File: src/rtl/mem.sv
// rtl/mem.sv - synchronous single-port 32x8 RAM with registered read data
// Storage and read register both clear on reset so nothing reads back as X.
module mem #(
  parameter int ADDR_W = 5,
  parameter int DATA_W = 8
) (
  input  logic              clk,
  input  logic              rst_n,
  input  logic              read,
  input  logic              write,
  input  logic [ADDR_W-1:0] addr,
  input  logic [DATA_W-1:0] data_in,
  output logic [DATA_W-1:0] data_out
);

  localparam int DEPTH = 2 ** ADDR_W;

  logic [DATA_W-1:0] mem_q [DEPTH];

  // Write takes priority over read; data_out only moves on a pure read.
  always_ff @(posedge clk) begin
    if (!rst_n) begin
      data_out <= '0;
      for (int i = 0; i < DEPTH; i++) begin
        mem_q[i] <= '0;
      end
    end else if (write) begin
      mem_q[addr] <= data_in;
    end else if (read) begin
      data_out <= mem_q[addr];
    end
  end

endmodule

File: config.mk
export PLATFORM = sky130hd
export DESIGN_NAME = mem
export DESIGN_NICKNAME = d
export VERILOG_FILES = /design/src/rtl/mem.sv
export SDC_FILE = /design/constraint.sdc
export NUM_CORES = 1
export LEC_CHECK = 0
export BUFFER_PORTS_ARGS = -buffer_cell sky130_fd_sc_hd__buf_2
export CAP_MARGIN = 30
export CORE_MARGIN = 4
export CORE_UTILIZATION = 60
export DETAILED_ROUTE_END_ITERATION = 10
export PLACE_DENSITY_LB_ADDON = 0.05
export SLEW_MARGIN = 10
export SYNTH_ARGS = -nofsm -noshare
export SYNTH_HDL_FRONTEND = slang
export SYNTH_SLANG_ARGS = --single-unit
File: constraint.sdc
create_clock -name clk -period 6 [get_ports clk]
set_input_delay 0 -clock clk [delete_from_list [all_inputs] [get_ports clk]]
set_output_delay 0 -clock clk [all_outputs]
set_load 0.02 [all_outputs]
==> results.ini, run 1 <==
[status]
outcome=complete, no violations

[sta]
finalMaxSlewViolations=0
slew_headroom_pct=35.54
period_share_pct=42.68
max_freq_mhz=390.5
hold_violations=0
setup_viol_count_final=0
finalSetupTns_ns=0
rsz0062_at_grt=no
layout_min_cycle_time_ns=2.561
hold_ws_ns=0.05701
fin_skew_ns=0.009583
tightest_slew_ns=0.9640

[routing]
drtPass1Iterations=5
viasPerCell=6.217
wl_per_cell_um=25.43
wl_met1_mm=12.24
drtIter0Drc=932
antenna_left=0
drcViolationCount=0
dr_wl_met3_mm=2.324
top_layer_used=met4
vias=7436
wl_met2_mm=14.69
routed_wl_mm=30.42

[global_route]
grt_pass1_vias=7319
grt_overflow=0
grt_max_degree=56
antenna_found_initial=0
grt_usage_pct=27.14
grt_pass1_wl_mm=44.90

[die]
die_height_um=150.9
die_area_sq_um=22770
num_rows=52
start_util_pct=60.75
fp.coreArea_sq_um=20170
die_w_um=150.9
io_pins=25

[yosys]
synth_simple_gate_area_share_pct=16.87
ys_seq_area_share_pct=64.05
synthMuxAreaShare_pct=11.62
synth-adder-area-share_pct=0
async_reset_ff_share_pct=0
synth.net_count=893
synth_top_family_by_area=simple AND/OR/NAND/NOR gates
synth_compound_area_share_pct=4.912
syn_avg_cell_area_sq_um=13.99
yosysWarnings=0
synth_edf_count=256
ys_ff_latch=264
syn_area_sq_um=12250
synthXorXnorAreaFrac_pct=0
synthFlopType=edfxtp_1
synthCells=876
synth_cell_type_count=45

[hold_path]
min-delay-start=addr[3]
worstHoldPathCells=3
holdPathEnd=data_out[0]
hp-class=in -> reg

[clock_network]
cts_inserted_buffers=28
cts-root-buf=clkbuf_16
cts-resized-gates=0
clock_latency_ns=0.54
clkSinkCount=264
cts_hold_buf=2
cts_tree=yes
post-cts-setup-buffers=0
path_clk_slew_ns=0.06
htree_levels=1
clock_path_buffers=3

[placed_design]
portBuffers=24
hpwl_mm=19.13
gp_congestion=0.8483

[critical_path]
cp.depth=4
worst-setup-path-type=in -> reg
r2r-end=data_out[7]
crit_fanout=16
cp_slowest_cell=o21ai_0
crit_chain=dlygate4sd3_1 -> buf_2 -> nand4_1 -> o21ai_0
slowest_delay_ns=1.07
critical_path.endpoint_type=flip-flop
cp.required_ns=6.16
rrSetupSlack_ns=4.19
cp.arrival_ns=2.73
critPathBufInv=2
critPathTopFamily=compound AO/OA/AOI/OAI gates
r2r-start=mem_q[15][7]
rr_worst_depth=4
critPathLaunchType=input port

[pwr]
p_leak_nw=4.835
irDropWorstVdd_uv=237.5
p_per_area_nw_per_um2=307.1

[flow_run]
max-cap-violations=0

[cells_and_area]
drive_above_1_share_pct=14.92
fillerInstances=1440
syn_to_final_growth_pct=10.32
multi_input_area_sq_um=4093
register_area_sq_um=7848
finalNetCount=920

[cell families (layout without fill, tap and decap cells)]
logic type,after synthesis,in the layout
muxes,95,95
AOI/OAI and AO/OA,103,103
buffers and inverters,64,113
other,0,1
DFF,264,264
and+or+nand+nor,350,350
[cells in the mapped netlist (all sizes together), types with 4 or more instances]
cell type	number	share of area (%)
mux4	36	6.8
clkbuf	39	1.2
nand2	16	0.49
a22oi	7	0.43
buf	24	1.3
a31oi	6	0.31
o21ai	51	2.1
nand3b	5	0.31
nor2b	4	0.20
mux2i	56	4.6
and2	258	13
dfxtp	8	1.3
nor2	39	1.2
o22ai	20	1.0
edfxtp	256	63
nand3	5	0.20
a21oi	9	0.37
or3	4	0.20
[report_power, final]
part           internal, W  leakage (nW)  switching (W)  total (W)
clock network      0.00101         0.451       0.000691    0.00170
registers          0.00212          2.50      0.0000392    0.00216
logic             0.000100          1.88       0.000194   0.000294
[cell type report]
type / instances / share of cell area [%]
clock buffers: 34 / 5.507
clock inverters: 18 / 1.194
multi-input cells: 548 / 30.28
diodes: 1 / 0.01851
flip-flops and latches: 264 / 58.05
repair buffers: 60 / 2.425
well taps: 270 / 2.499
inverters: 1 / 0.02777
[per-stage QoR]
stage	power, W	std cells	util, %	worst slack, ns	area (sq um)
after floorplan	0.002365	876	-	4.091	12250
after global placement	0.002468	1109	61.58	2.902	12420
after detailed placement	0.002478	1112	61.65	2.742	12430
after CTS	0.004163	1166	66.24	3.193	13360
after global routing	0.004278	1195	67.01	3.283	13520
final	0.004152	1196	67.02	3.439	13520
[flip-flops by register name, summed over array words and instances (netlist names)]
| signal | flops |
|---|---|
| data_out | 8 |
| mem_q | 256 |
[worst min-delay path, stage by stage]
cell     delay [ns]
buf_2          0.24
nand2_1        0.20
a31oi_1        0.10
[routing by layer]
metal,vias up,track usage [%]
met5,-,0
met4,0,10.06
met3,78,4.548
met2,364,44.23
met1,3700,37.24
li1,3294,-
[how the worst max path moves through the flow]
stage,startpoint,end
CTS,addr[0],mem_q[22][5]
global route,addr[0],mem_q[7][4]
detailed placement,rst_n,mem_q[30][1]
global placement,rst_n,mem_q[10][0]
floorplan,addr[0],mem_q[13][0]
finish,addr[0],mem_q[7][0]
[layout by cell type, fill, tap and decap left out, drive strengths merged, types with 2 or more instances in the layout]
cell and n:
and2 258, nor4 3, nand4 3, buf 52, nor2b 4, inv 2, o21ai 51, nand2b 3
clkinv 14, bufinv 3, nand2 16, nand3 5, a31oi 6, mux2i 56, or3 4, dlygate4sd3 2
nand3b 5, mux2 3, nor3 3, a22oi 7, a41oi 2, o22ai 20, mux4 36, edfxtp 256
clkbuf 40, dfxtp 8, a21oi 9, nor2 39, a22o 2
No activity file was read; power rests on OpenSTA's default activity.
==> inputs of run 2 (changes only) <==
ABC_AREA = 1   (was unset)
CORE_UTILIZATION = 57   (was 60)
clock period = 2.2 ns   (was 6 ns; I/O delays follow)
==> results.ini, run 2 <==
[die]
die_height_um=154.8
num_rows=53
die_area_sq_um=23970
io_pins=25
die_w_um=154.8
fp.coreArea_sq_um=21090
start_util_pct=58.26

[sta]
layout_min_cycle_time_ns=1.612
hold_violations=0
slew_headroom_pct=33.93
finalMaxSlewViolations=0
setup_ws_ns=0.5875
hold_ws_ns=0.07077
tightest_slew_ns=0.9878
period_share_pct=73.29
fin_skew_ns=0.01517
rsz0062_at_grt=no
finalSetupTns_ns=0
max_freq_mhz=620.2
setup_viol_count_final=0

[cells_and_area]
reg.largest.list=mem_q x256, data_out x8
syn_to_final_growth_pct=10.93
fillerInstances=1798
drive_above_1_share_pct=9.355
regMostFlops=mem_q
finalNetCount=1409
layout_common_cells=nand2_1, nor2_1, edfxtp_1
largest_register_ff_count=256
final_common_cell=nand2_1
multi_input_area_sq_um=4013
num_antenna_cells=0
register_area_sq_um=7848

[placed_design]
gp_congestion=0.8265
hpwl_mm=18.78
portBuffers=24
dp_slack_ns=0.05775

[global_route]
grt_pass1_wl_mm=47.58
grt_overflow=0
grt_pass1_vias=8537
grt_usage_pct=25.81
grt_max_degree=72
antenna_found_initial=0

[yosys]
async_reset_ff_share_pct=0
synth_top_cell_area_share_pct=62.57
ys_seq_area_share_pct=63.88
yosysWarnings=0
synth_edf_count=256
ys_top_cells_by_area=edfxtp_1, nand2_1, nor2_1, clkbuf_1, nand3_1
syn_avg_cell_area_sq_um=8.864
synth.net_count=1403
synth.most_common_cell=nand2_1
synth_top_area_cell=edfxtp_1
synthCells=1386
synthTopCellsByCount=nand2_1, nor2_1, edfxtp_1
synth_cell_type_count=18
ys_ff_latch=264
synthFlopType=edfxtp_1
syn_area_sq_um=12290

[routing]
vias=9015
drcViolationCount=0
antenna_left=0
wl_per_cell_um=17.97
drtIter0Drc=889
drtPass1Iterations=5
routed_wl_mm=30.30
viasPerCell=5.347

[critical_path]
cp.arrival_ns=1.81
crit_fanout=9
critical_path.endpoint_type=flip-flop
worst-setup-path-type=in -> reg
cp.required_ns=2.39
critPathLaunchType=input port

[clock_network]
cts-root-buf=clkbuf_16
htree_levels=1
cts_hold_buf=0
clkSinkCount=264
path_clk_slew_ns=0.06
cts_inserted_buffers=27
clock_latency_ns=0.53
clock_path_buffers=3
cts-resized-gates=0
cts_tree=yes
post-cts-setup-buffers=0

[pwr]
p_leak_nw=5.997
p_per_area_nw_per_um2=847.9
irDropWorstVdd_uv=707.4

[hold_path]
hp-class=in -> reg

[flow_run]
max-cap-violations=0

[status]
outcome=complete, no violations

## run 2: logic make-up after synthesis
family | synth area share, %
compound gates | 0.1629
buf+inv | 3.463
flops | 63.88
simple gates | 32.50
## run 2: report_power, final
| group | internal, W | switching, W |
|---|---|---|
| sequential | 0.00578 | 0.0000827 |
| combinational | 0.000231 | 0.000689 |
| clock | 0.00296 | 0.00182 |
## run 2: worst paths after layout
kind	start	to	slack, ns	cells after the start
setup reg to reg	mem_q[23][0]	data_out[0]	0.93	10
setup / recovery	rst_n	mem_q[9][4]	0.59	5
hold reg to reg	data_out[7]	data_out[7]	0.60	4
hold / removal	read	data_out[7]	0.07	8
## run 2: layout make-up
| class | instances | share of cell area (%) |
|---|---|---|
| clock buffer | 37 | 5.527 |
| timing repair buffer | 55 | 2.791 |
| clock inverter | 11 | 1.295 |
| tap | 275 | 2.525 |
| sequential | 264 | 57.58 |
| multi-input combinational | 1014 | 29.44 |
| inverter | 30 | 0.8355 |
## run 2: layer usage
metal  GRT usage (%)  vias to the layer above  routed length, um
met1           37.31                     4159              13010
met3           4.029                       58               2415
met2           40.74                      369              14040
met4           8.116                        0                835
met5               0                        -                  0
li1                -                     4429                  -
## run 2: per-stage QoR
stage / total power (W) / utilization, % / instance area, sq um / instances
final: 0.01155 / 64.63 / 13630 / 1686
after global routing: 0.01198 / 64.63 / 13630 / 1686
after CTS: 0.01161 / 64.63 / 13630 / 1686
after detailed placement: 0.006879 / 60.22 / 12700 / 1638
after global placement: 0.006869 / 60.22 / 12700 / 1638
after floorplan: 0.006545 / - / 12290 / 1386
## run 2: worst max-delay path: stages
cell and delay (ns):
buf_2 0.12, nand2_1 0.23, nor3_4 0.83, nand2_2 0.27
nand2_1 0.35
